[src/rtl/sdf_pkg.sv]
// Shared types and constants for the sdf distance pipeline and its front-end arbiter.
// Points are carried as raw 27-bit float bit patterns; no arithmetic is done on them here.
package sdf_pkg;

    localparam int FLOAT_W = 27;
    localparam int MAX_REQ = 8;

    typedef logic [FLOAT_W-1:0] float_t;

    typedef struct packed {
        float_t x;
        float_t y;
        float_t z;
    } point_t;

    localparam float_t FLOAT_ONE  = 27'h1fc0000;
    localparam float_t FLOAT_ZERO = 27'h0000000;
    localparam point_t POINT_ZERO = '{x: FLOAT_ZERO, y: FLOAT_ZERO, z: FLOAT_ZERO};

    // Encodes a one-hot (or all-zero) vector to its bit index; all-zero maps to 0.
    function automatic logic [2:0] onehot_to_idx(input logic [MAX_REQ-1:0] vec);
        logic [2:0] idx;
        idx = 3'd0;
        for (int i = 0; i < MAX_REQ; i++) begin
            if (vec[i]) begin
                idx = idx | 3'(i);
            end else begin
                idx = idx;
            end
        end
        return idx;
    endfunction

endpackage

[src/rtl/rr_arbiter.sv]
// Round-robin arbiter: one-hot grant searching upward from the last accepted index.
// The pointer moves only when the caller reports that the grant was taken.
module rr_arbiter #(
    parameter int N = 4
) (
    input  logic         clk,
    input  logic         rst_n,
    input  logic [N-1:0] req,
    input  logic         advance,
    output logic [N-1:0] grant
);

    localparam int IW = $clog2(N);

    logic [IW-1:0] last_q;
    logic [IW-1:0] last_d;
    logic [IW-1:0] sel_s;
    logic [IW-1:0] idx_s;
    logic          found_s;

    // Scan last_q+1 .. last_q+N (wrapping); the first requester found wins.
    always_comb begin
        grant   = '0;
        sel_s   = last_q;
        idx_s   = last_q;
        found_s = 1'b0;
        for (int k = 1; k <= N; k++) begin
            idx_s = IW'((32'(last_q) + 32'(k)) % 32'(N));
            if (!found_s && req[idx_s]) begin
                found_s      = 1'b1;
                grant[idx_s] = 1'b1;
                sel_s        = idx_s;
            end else begin
                found_s = found_s;
            end
        end
    end

    // Pointer next-state: only an accepted grant moves priority on.
    always_comb begin
        if (advance) begin
            last_d = sel_s;
        end else begin
            last_d = last_q;
        end
    end

    // Pointer register; reset to N-1 so requester 0 is first in line.
    always_ff @(posedge clk) begin
        if (!rst_n) begin
            last_q <= IW'(N - 1);
        end else begin
            last_q <= last_d;
        end
    end

endmodule

[src/rtl/sdf_arbiter.sv]
// Shares one fixed-latency sdf pipeline between NUM_REQ marcher cores; a tag delay line
// matched to the pipeline depth routes each returned distance back to its issuing core.
module sdf_arbiter
    import sdf_pkg::*;
#(
    parameter int NUM_REQ         = 4,
    parameter int SDF_LATENCY     = 11,
    parameter int MAX_OUTSTANDING = 4
) (
    input  logic                       clk,
    input  logic                       rst_n,
    input  logic [NUM_REQ-1:0]         req_valid,
    output logic [NUM_REQ-1:0]         req_ready,
    input  logic [NUM_REQ*FLOAT_W-1:0] req_x,
    input  logic [NUM_REQ*FLOAT_W-1:0] req_y,
    input  logic [NUM_REQ*FLOAT_W-1:0] req_z,
    output logic [FLOAT_W-1:0]         sdf_point_x,
    output logic [FLOAT_W-1:0]         sdf_point_y,
    output logic [FLOAT_W-1:0]         sdf_point_z,
    input  logic [FLOAT_W-1:0]         sdf_distance,
    output logic [NUM_REQ-1:0]         resp_valid,
    output logic [FLOAT_W-1:0]         resp_distance,
    output logic                       busy
);

    localparam int ID_W  = $clog2(NUM_REQ);
    localparam int CNT_W = 4;
    localparam int DEPTH = SDF_LATENCY + 1;
    localparam logic [CNT_W-1:0] CNT_MAX = CNT_W'(MAX_OUTSTANDING);

    logic [NUM_REQ-1:0] eligible_s;
    logic [NUM_REQ-1:0] grant_s;
    logic [NUM_REQ-1:0] accept_vec_s;
    logic [NUM_REQ-1:0] retire_vec_s;
    logic               accept_s;
    logic [ID_W-1:0]    accept_id_s;
    logic               retire_s;
    logic [ID_W-1:0]    retire_id_s;

    point_t             req_pt_s;
    point_t             pt_q;
    point_t             pt_d;

    logic [DEPTH-1:0]   tag_vld_q;
    logic [DEPTH-1:0]   tag_vld_d;
    logic [ID_W-1:0]    tag_id_q [DEPTH];
    logic [ID_W-1:0]    tag_id_d [DEPTH];

    logic [CNT_W-1:0]   cnt_q [NUM_REQ];
    logic [CNT_W-1:0]   cnt_d [NUM_REQ];

    logic [NUM_REQ-1:0] resp_vld_q;
    logic [NUM_REQ-1:0] resp_vld_d;
    float_t             resp_dist_q;
    float_t             resp_dist_d;
    logic               busy_q;
    logic               busy_d;

    // A core competes only while it is below its in-flight limit.
    always_comb begin
        eligible_s = '0;
        for (int i = 0; i < NUM_REQ; i++) begin
            eligible_s[i] = req_valid[i] && (cnt_q[i] < CNT_MAX);
        end
    end

    rr_arbiter #(
        .N (NUM_REQ)
    ) u_rr (
        .clk     (clk),
        .rst_n   (rst_n),
        .req     (eligible_s),
        .advance (accept_s),
        .grant   (grant_s)
    );

    assign req_ready    = grant_s & {NUM_REQ{rst_n}};
    assign accept_vec_s = req_valid & req_ready;
    assign accept_s     = |accept_vec_s;
    assign accept_id_s  = ID_W'(onehot_to_idx(MAX_REQ'(accept_vec_s)));

    // Pick the accepted core's point out of the packed request buses.
    always_comb begin
        req_pt_s = POINT_ZERO;
        for (int i = 0; i < NUM_REQ; i++) begin
            if (accept_vec_s[i]) begin
                req_pt_s.x = req_x[i*FLOAT_W +: FLOAT_W];
                req_pt_s.y = req_y[i*FLOAT_W +: FLOAT_W];
                req_pt_s.z = req_z[i*FLOAT_W +: FLOAT_W];
            end else begin
                req_pt_s = req_pt_s;
            end
        end
    end

    // The pipeline input holds its last point on idle cycles.
    always_comb begin
        if (accept_s) begin
            pt_d = req_pt_s;
        end else begin
            pt_d = pt_q;
        end
    end

    // Tag line: stage 0 lines up with sdf_point_*, the last stage with sdf_distance.
    always_comb begin
        tag_vld_d[0] = accept_s;
        tag_id_d[0]  = accept_id_s;
        for (int k = 1; k < DEPTH; k++) begin
            tag_vld_d[k] = tag_vld_q[k-1];
            tag_id_d[k]  = tag_id_q[k-1];
        end
    end

    assign retire_s    = tag_vld_q[DEPTH-1];
    assign retire_id_s = tag_id_q[DEPTH-1];

    // Decode the emerging tag into a one-hot retire vector.
    always_comb begin
        retire_vec_s = '0;
        for (int i = 0; i < NUM_REQ; i++) begin
            retire_vec_s[i] = retire_s && (retire_id_s == ID_W'(i));
        end
    end

    // In-flight counters; accept and retire in the same cycle cancel out.
    always_comb begin
        busy_d = 1'b0;
        for (int i = 0; i < NUM_REQ; i++) begin
            case ({accept_vec_s[i], retire_vec_s[i]})
                2'b10:   cnt_d[i] = cnt_q[i] + CNT_W'(1);
                2'b01:   cnt_d[i] = cnt_q[i] - CNT_W'(1);
                default: cnt_d[i] = cnt_q[i];
            endcase
            busy_d = busy_d | (cnt_d[i] != '0);
        end
    end

    // Response capture; distance holds between pulses.
    always_comb begin
        resp_vld_d = retire_vec_s;
        if (retire_s) begin
            resp_dist_d = sdf_distance;
        end else begin
            resp_dist_d = resp_dist_q;
        end
    end

    // State registers; reset discards every in-flight tag.
    always_ff @(posedge clk) begin
        if (!rst_n) begin
            pt_q        <= POINT_ZERO;
            tag_vld_q   <= '0;
            resp_vld_q  <= '0;
            resp_dist_q <= FLOAT_ZERO;
            busy_q      <= 1'b0;
            for (int k = 0; k < DEPTH; k++) begin
                tag_id_q[k] <= '0;
            end
            for (int i = 0; i < NUM_REQ; i++) begin
                cnt_q[i] <= '0;
            end
        end else begin
            pt_q        <= pt_d;
            tag_vld_q   <= tag_vld_d;
            resp_vld_q  <= resp_vld_d;
            resp_dist_q <= resp_dist_d;
            busy_q      <= busy_d;
            for (int k = 0; k < DEPTH; k++) begin
                tag_id_q[k] <= tag_id_d[k];
            end
            for (int i = 0; i < NUM_REQ; i++) begin
                cnt_q[i] <= cnt_d[i];
            end
        end
    end

    assign sdf_point_x   = pt_q.x;
    assign sdf_point_y   = pt_q.y;
    assign sdf_point_z   = pt_q.z;
    assign resp_valid    = resp_vld_q;
    assign resp_distance = resp_dist_q;
    assign busy          = busy_q;

endmodule

[config.mk]
export PLATFORM = sky130hd
export DESIGN_NAME = sdf_arbiter
export DESIGN_NICKNAME = d
export VERILOG_FILES = /design/src/rtl/sdf_pkg.sv /design/src/rtl/rr_arbiter.sv /design/src/rtl/sdf_arbiter.sv
export SDC_FILE = /design/constraint.sdc
export NUM_CORES = 1
export LEC_CHECK = 0
export BUFFER_PORTS_ARGS = -buffer_cell sky130_fd_sc_hd__clkbuf_2
export CAP_MARGIN = 0
export CORE_MARGIN = 8
export CORE_UTILIZATION = 27
export CTS_BUF_LIST = sky130_fd_sc_hd__clkbuf_8
export DETAILED_ROUTE_END_ITERATION = 7
export SLEW_MARGIN = 30
export SYNTH_ARGS = -nofsm -noshare
export SYNTH_HDL_FRONTEND = slang
export SYNTH_SLANG_ARGS = --single-unit
[constraint.sdc]
create_clock -name clk -period 11.1 [get_ports clk]
set_input_delay 2.22 -clock clk [delete_from_list [all_inputs] [get_ports clk]]
set_output_delay 2.22 -clock clk [all_outputs]
set_load 0.01 [all_outputs]
==> flow_summary.html <==
<table>
<tr><th>Metric</th><th>Value</th></tr>
<tr><th colspan="2">CTS</th></tr>
<tr><td>Clock input transition at the sequential cells of the worst setup and hold paths</td><td>between 0.1 and 0.15 ns</td></tr>
<tr><td>CTS tree</td><td>done</td></tr>
<tr><td>Number of H-tree levels</td><td>4</td></tr>
<tr><td>Clock net sink count</td><td>167</td></tr>
<tr><td>Root buffer cell</td><td>sky130_fd_sc_hd__clkbuf_8</td></tr>
<tr><td>Maximum count of clock buffers along a single path</td><td>2</td></tr>
<tr><td>Clock latency of the later-clocked register in the worst-skew pair</td><td>0.48 ns</td></tr>
<tr><td>Gates resized, CTS repair</td><td>0</td></tr>
<tr><td>Post-CTS setup buffer count</td><td>0</td></tr>
<tr><td>Post-CTS Hold Fix Bufs</td><td>0</td></tr>
<tr><td>Number of buffers created by CTS</td><td>17</td></tr>
<tr><th colspan="2">STA</th></tr>
<tr><td>Final Critical Period</td><td>6.60 ns</td></tr>
<tr><td>Tightest slew margin relative to the limit</td><td>34.7%</td></tr>
<tr><td>Highest achievable clock rate</td><td>152 MHz</td></tr>
<tr><td>Setup-failing EPs final</td><td>0</td></tr>
<tr><td>Part of the cycle the worst path needs</td><td>59.4%</td></tr>
<tr><td>Actual slew at the worst max-slew pin</td><td>around 1 ns</td></tr>
<tr><td>RSZ-0062 raised after global routing</td><td>false</td></tr>
<tr><td>Worst Hold Slack</td><td>0.429 ns</td></tr>
<tr><td>Fin. max-slew vios</td><td>0</td></tr>
<tr><td>Number of endpoints with negative hold slack in the final report</td><td>0</td></tr>
<tr><td>Final total negative setup slack</td><td>0 ns</td></tr>
<tr><td>Clock Skews</td><td>~0.026 ns</td></tr>
<tr><th colspan="2">Die</th></tr>
<tr><td>Initial Utilization</td><td>27.3%</td></tr>
<tr><td>Vertical die dimension</td><td>200 µm</td></tr>
<tr><td>IO Count</td><td>474</td></tr>
<tr><td>DIE AREA</td><td>39,800 µm²</td></tr>
<tr><td>Horiz. Die Dim</td><td>200 µm</td></tr>
<tr><td>Rows</td><td>67</td></tr>
<tr><td>Floorplan Core Area</td><td>33,400 µm²</td></tr>
<tr><th colspan="2">Global routing</th></tr>
<tr><td>Vias in the first global route</td><td>9,324</td></tr>
<tr><td>GRT Util Overall</td><td>17.2%</td></tr>
<tr><td>Wire length of the first global-routing pass</td><td>approximately 54,000 µm</td></tr>
<tr><td>Remaining Overflow, GRT</td><td>0</td></tr>
<tr><td>Largest net degree at the start of global routing</td><td>95</td></tr>
<tr><td>Antenna violations before repair</td><td>1</td></tr>
<tr><th colspan="2">Drt</th></tr>
<tr><td>Per-cell via count in the routed design</td><td>5.03</td></tr>
<tr><td>Total number of vias</td><td>about 9,600</td></tr>
<tr><td>DRC Markers</td><td>0</td></tr>
<tr><td>Detailed-router iteration count before antenna repair</td><td>6</td></tr>
<tr><td>Total Wirelength</td><td>between 30,000 and 40,000 µm</td></tr>
<tr><td>Detailed router's first-iteration violation count</td><td>595</td></tr>
<tr><td>Remaining number of nets flagged by the antenna check after routing</td><td>0</td></tr>
<tr><td>Routed len/inst</td><td>roughly 19 µm</td></tr>
<tr><th colspan="2">Critical path</th></tr>
<tr><td>Crit-path max cell delay</td><td>0.89 ns</td></tr>
<tr><td>Path depth of the worst reg2reg path</td><td>18</td></tr>
<tr><td>R2r startpoint</td><td>u_rr.last_q[0]</td></tr>
<tr><td>Endpoint kind of the worst setup timing path</td><td>primary output</td></tr>
<tr><td>Cell chain of the critical path</td><td>clkbuf_2, and4bb_2, nand2_1, a2111oi_1, or2_2, nand2_1, a21boi_0, clkbuf_2</td></tr>
<tr><td>Worst reg2reg endpoint</td><td>busy</td></tr>
<tr><td>Arrival time at the worst endpoint</td><td>about 4.4 ns</td></tr>
<tr><td>Type of the worst setup path</td><td>primary input to primary output</td></tr>
<tr><td>Highest fanout seen on the critical path</td><td>6</td></tr>
<tr><td>Critical-path top delay cell</td><td>sky130_fd_sc_hd__a2111oi_1</td></tr>
<tr><td>Crit path launch type</td><td>primary input</td></tr>
<tr><td>CP endpoint</td><td>req_ready[3]</td></tr>
<tr><td>Setup slack, reg-to-reg</td><td>a little over 5 ns</td></tr>
<tr><td>Start point of the critical path</td><td>req_valid[1]</td></tr>
<tr><td>Required @ worst endpoint</td><td>8.88 ns</td></tr>
<tr><th colspan="2">Run status</th></tr>
<tr><td>Run status</td><td>completed</td></tr>
<tr><th colspan="2">Synthesis</th></tr>
<tr><td>Cell area after technology mapping</td><td>9100 µm²</td></tr>
<tr><td>Post-Syn Instances</td><td>1,050</td></tr>
<tr><td>Yosys cell types</td><td>66</td></tr>
<tr><td>Post-Syn Nets</td><td>1,427</td></tr>
<tr><td>Post-synthesis share of cell area spent on full adders, half adders and majority gates</td><td>2.75%</td></tr>
<tr><td>Share of synthesized flip-flops with an asynchronous set or reset</td><td>0%</td></tr>
<tr><td>Multiplexer fraction of the synthesized cell area</td><td>~4%</td></tr>
<tr><td>Dominant synthesized flop cell</td><td>sky130_fd_sc_hd__dfxtp_1</td></tr>
<tr><td>Sequential-to-total area share from yosys stat</td><td>36.7%</td></tr>
<tr><td>Synth Register Bits</td><td>167</td></tr>
<tr><td>Number of enable-type register cells in the synthesized netlist</td><td>0</td></tr>
<tr><td>Average cell area after synthesis</td><td>8.67 µm²</td></tr>
<tr><td>Simple logic cell fraction of the synthesized area</td><td>19.1%</td></tr>
<tr><td>Number of warning messages in the yosys log</td><td>0</td></tr>
<tr><td>Synthesized-area fraction occupied by xor and xnor cells</td><td>1.73%</td></tr>
<tr><td>Fraction of the mapped netlist area in compound gates</td><td>27.0%</td></tr>
<tr><td>Largest family of logic cells by synthesized area</td><td>compound AO/OA/AOI/OAI gates</td></tr>
<tr><th colspan="2">Place</th></tr>
<tr><td>Placer's final routability congestion estimate</td><td>about 0.88</td></tr>
<tr><td>Detail Placement HPWL</td><td>28,100 µm</td></tr>
<tr><td>Number of port buffers</td><td>473</td></tr>
<tr><th colspan="2">Finish</th></tr>
<tr><td>Sequential standard cell area</td><td>about 3300 µm²</td></tr>
<tr><td>Most frequent cells in the layout</td><td>sky130_fd_sc_hd__clkbuf_2, sky130_fd_sc_hd__dfxtp_1, sky130_fd_sc_hd__nor2_1, sky130_fd_sc_hd__o21ai_0, sky130_fd_sc_hd__inv_1</td></tr>
<tr><td>Most frequent standard cell in the layout excluding fill and tap cells</td><td>sky130_fd_sc_hd__clkbuf_2</td></tr>
<tr><td>Area growth, synth to finish</td><td>33.2%</td></tr>
<tr><td>Share of final-layout standard cells stronger than drive strength 1</td><td>36.5%</td></tr>
<tr><td>Final net count</td><td>roughly 1,800</td></tr>
<tr><td>Total area of multi-input combinational cells</td><td>5010 µm²</td></tr>
<tr><td>Number of fillers in the final layout</td><td>around 3,600</td></tr>
<tr><td>Number of diodes added for antenna fixing</td><td>0</td></tr>
<tr><th colspan="2">Pwr</th></tr>
<tr><td>Max rail drop VDD</td><td>109 µV</td></tr>
<tr><td>Total power divided by cell area</td><td>173 nW/µm²</td></tr>
<tr><td>LEAKAGE</td><td>about 0.0057 µW</td></tr>
<tr><th colspan="2">Min path</th></tr>
<tr><td>Tightest Hold Check Type</td><td>register to register</td></tr>
<tr><th colspan="2">Flow run</th></tr>
<tr><td>Number of violations of the max-capacitance limit</td><td>0</td></tr>
</table>
==> cell families (layout without fill, tap and decap cells) <==
logic type,Yosys count,in the layout
compound gates,304,304
xor+xnor,18,18
flops,167,167
fa+ha+maj,20,20
mux,34,34
simple gates,323,323
buf+inv,184,602
==> per-stage QoR <==
step,setup slack (ns),power (µW),cell area [µm²],cells,util (%)
after global routing,4.41,2220,12100,1916,36.3
final,4.50,2090,12100,1916,36.3
after detailed placement,4.31,1650,11700,1883,35.0
after floorplan,5.12,1350,9100,1050,-
after CTS,4.56,2110,12100,1915,36.2
after global placement,4.37,1650,11700,1883,35.0
==> power breakdown <==
group	switching, µW	leakage (µW)	internal, µW
Clock	277	0.000201	172
Combinational	514	0.00417	381
Sequential	57.7	0.00136	689
Total	849	0.00573	1240
==> routing by layer <==
metal	GRT usage, %	vias up	part of all wire (%)
met1	20.9	4511	41
li1	-	4672	-
met3	5.10	43	8.0
met5	0	-	0.035
met2	29.1	411	49
met4	4.69	2	1.7
==> worst max-delay path, delay by kind of cell <==
kind            cells  cell delay [ns]
simple gates        4             0.68
compound gates      2             1.10
buf+inv             2             0.37
==> synth_stat cells, drive strengths merged, types with 2 or more instances <==
master / count / share of area, %
nor3: 83 / 4.6
ha: 20 / 2.7
o2111ai: 3 / 0.29
mux4: 2 / 0.49
nand3: 6 / 0.33
nor4bb: 2 / 0.22
o22ai: 2 / 0.14
xnor2: 9 / 0.87
o211ai: 3 / 0.25
a221o: 80 / 8.8
o21a: 2 / 0.16
nand2b: 4 / 0.27
inv: 88 / 3.7
a31oi: 3 / 0.21
and3: 4 / 0.27
nor2b: 50 / 3.4
o221a: 2 / 0.25
a21oi: 19 / 1.1
and2: 40 / 2.8
nand2: 12 / 0.49
or2: 3 / 0.21
dfxtp: 167 / 37
a21boi: 2 / 0.16
or4b: 3 / 0.37
buf: 24 / 2.0
nand4bb: 3 / 0.37
clkbuf: 72 / 3.0
o21ai: 89 / 4.9
o32a: 4 / 0.44
nor3b: 5 / 0.54
or3b: 4 / 0.38
a31o: 2 / 0.19
nand4: 2 / 0.14
a211oi: 3 / 0.25
mux2i: 32 / 3.5
nor2: 96 / 4.0
xor2: 9 / 0.87
o311a: 80 / 8.8
==> cell type report <==
| class | count | area share [%] |
|---|---|---|
| flip-flops and latches | 167 | 27.6 |
| well taps | 448 | 4.63 |
| inverters | 88 | 2.75 |
| clock inverters | 15 | 1.49 |
| repair buffers | 482 | 20.3 |
| clock buffers | 17 | 1.93 |
| multi-input cells | 699 | 41.4 |
==> how the worst min path moves through the flow <==
stage                   startpoint              to  slack [ns]  depth (start not counted)
global route          tag_vld_q[2]    tag_vld_q[3]        0.44                          1
global placement      tag_vld_q[4]    tag_vld_q[5]        0.41                          1
detailed placement  tag_id_q[1][5]  tag_id_q[1][7]        0.42                          1
floorplan           tag_id_q[0][0]  tag_id_q[0][2]        0.41                          1
finish                tag_vld_q[6]    tag_vld_q[7]        0.43                          1
CTS                   tag_vld_q[2]    tag_vld_q[3]        0.43                          1
==> state kept, by name, summed over array words and instances (netlist names) <==
register / cells
busy: 1
resp_valid: 4
tag_vld_q: 12
sdf_point_z: 27
tag_id_q: 24
resp_distance: 27
cnt_q: 16
sdf_point_x: 27
sdf_point_y: 27
u_rr.last_q: 2
No activity file was read; power rests on OpenSTA's default activity.
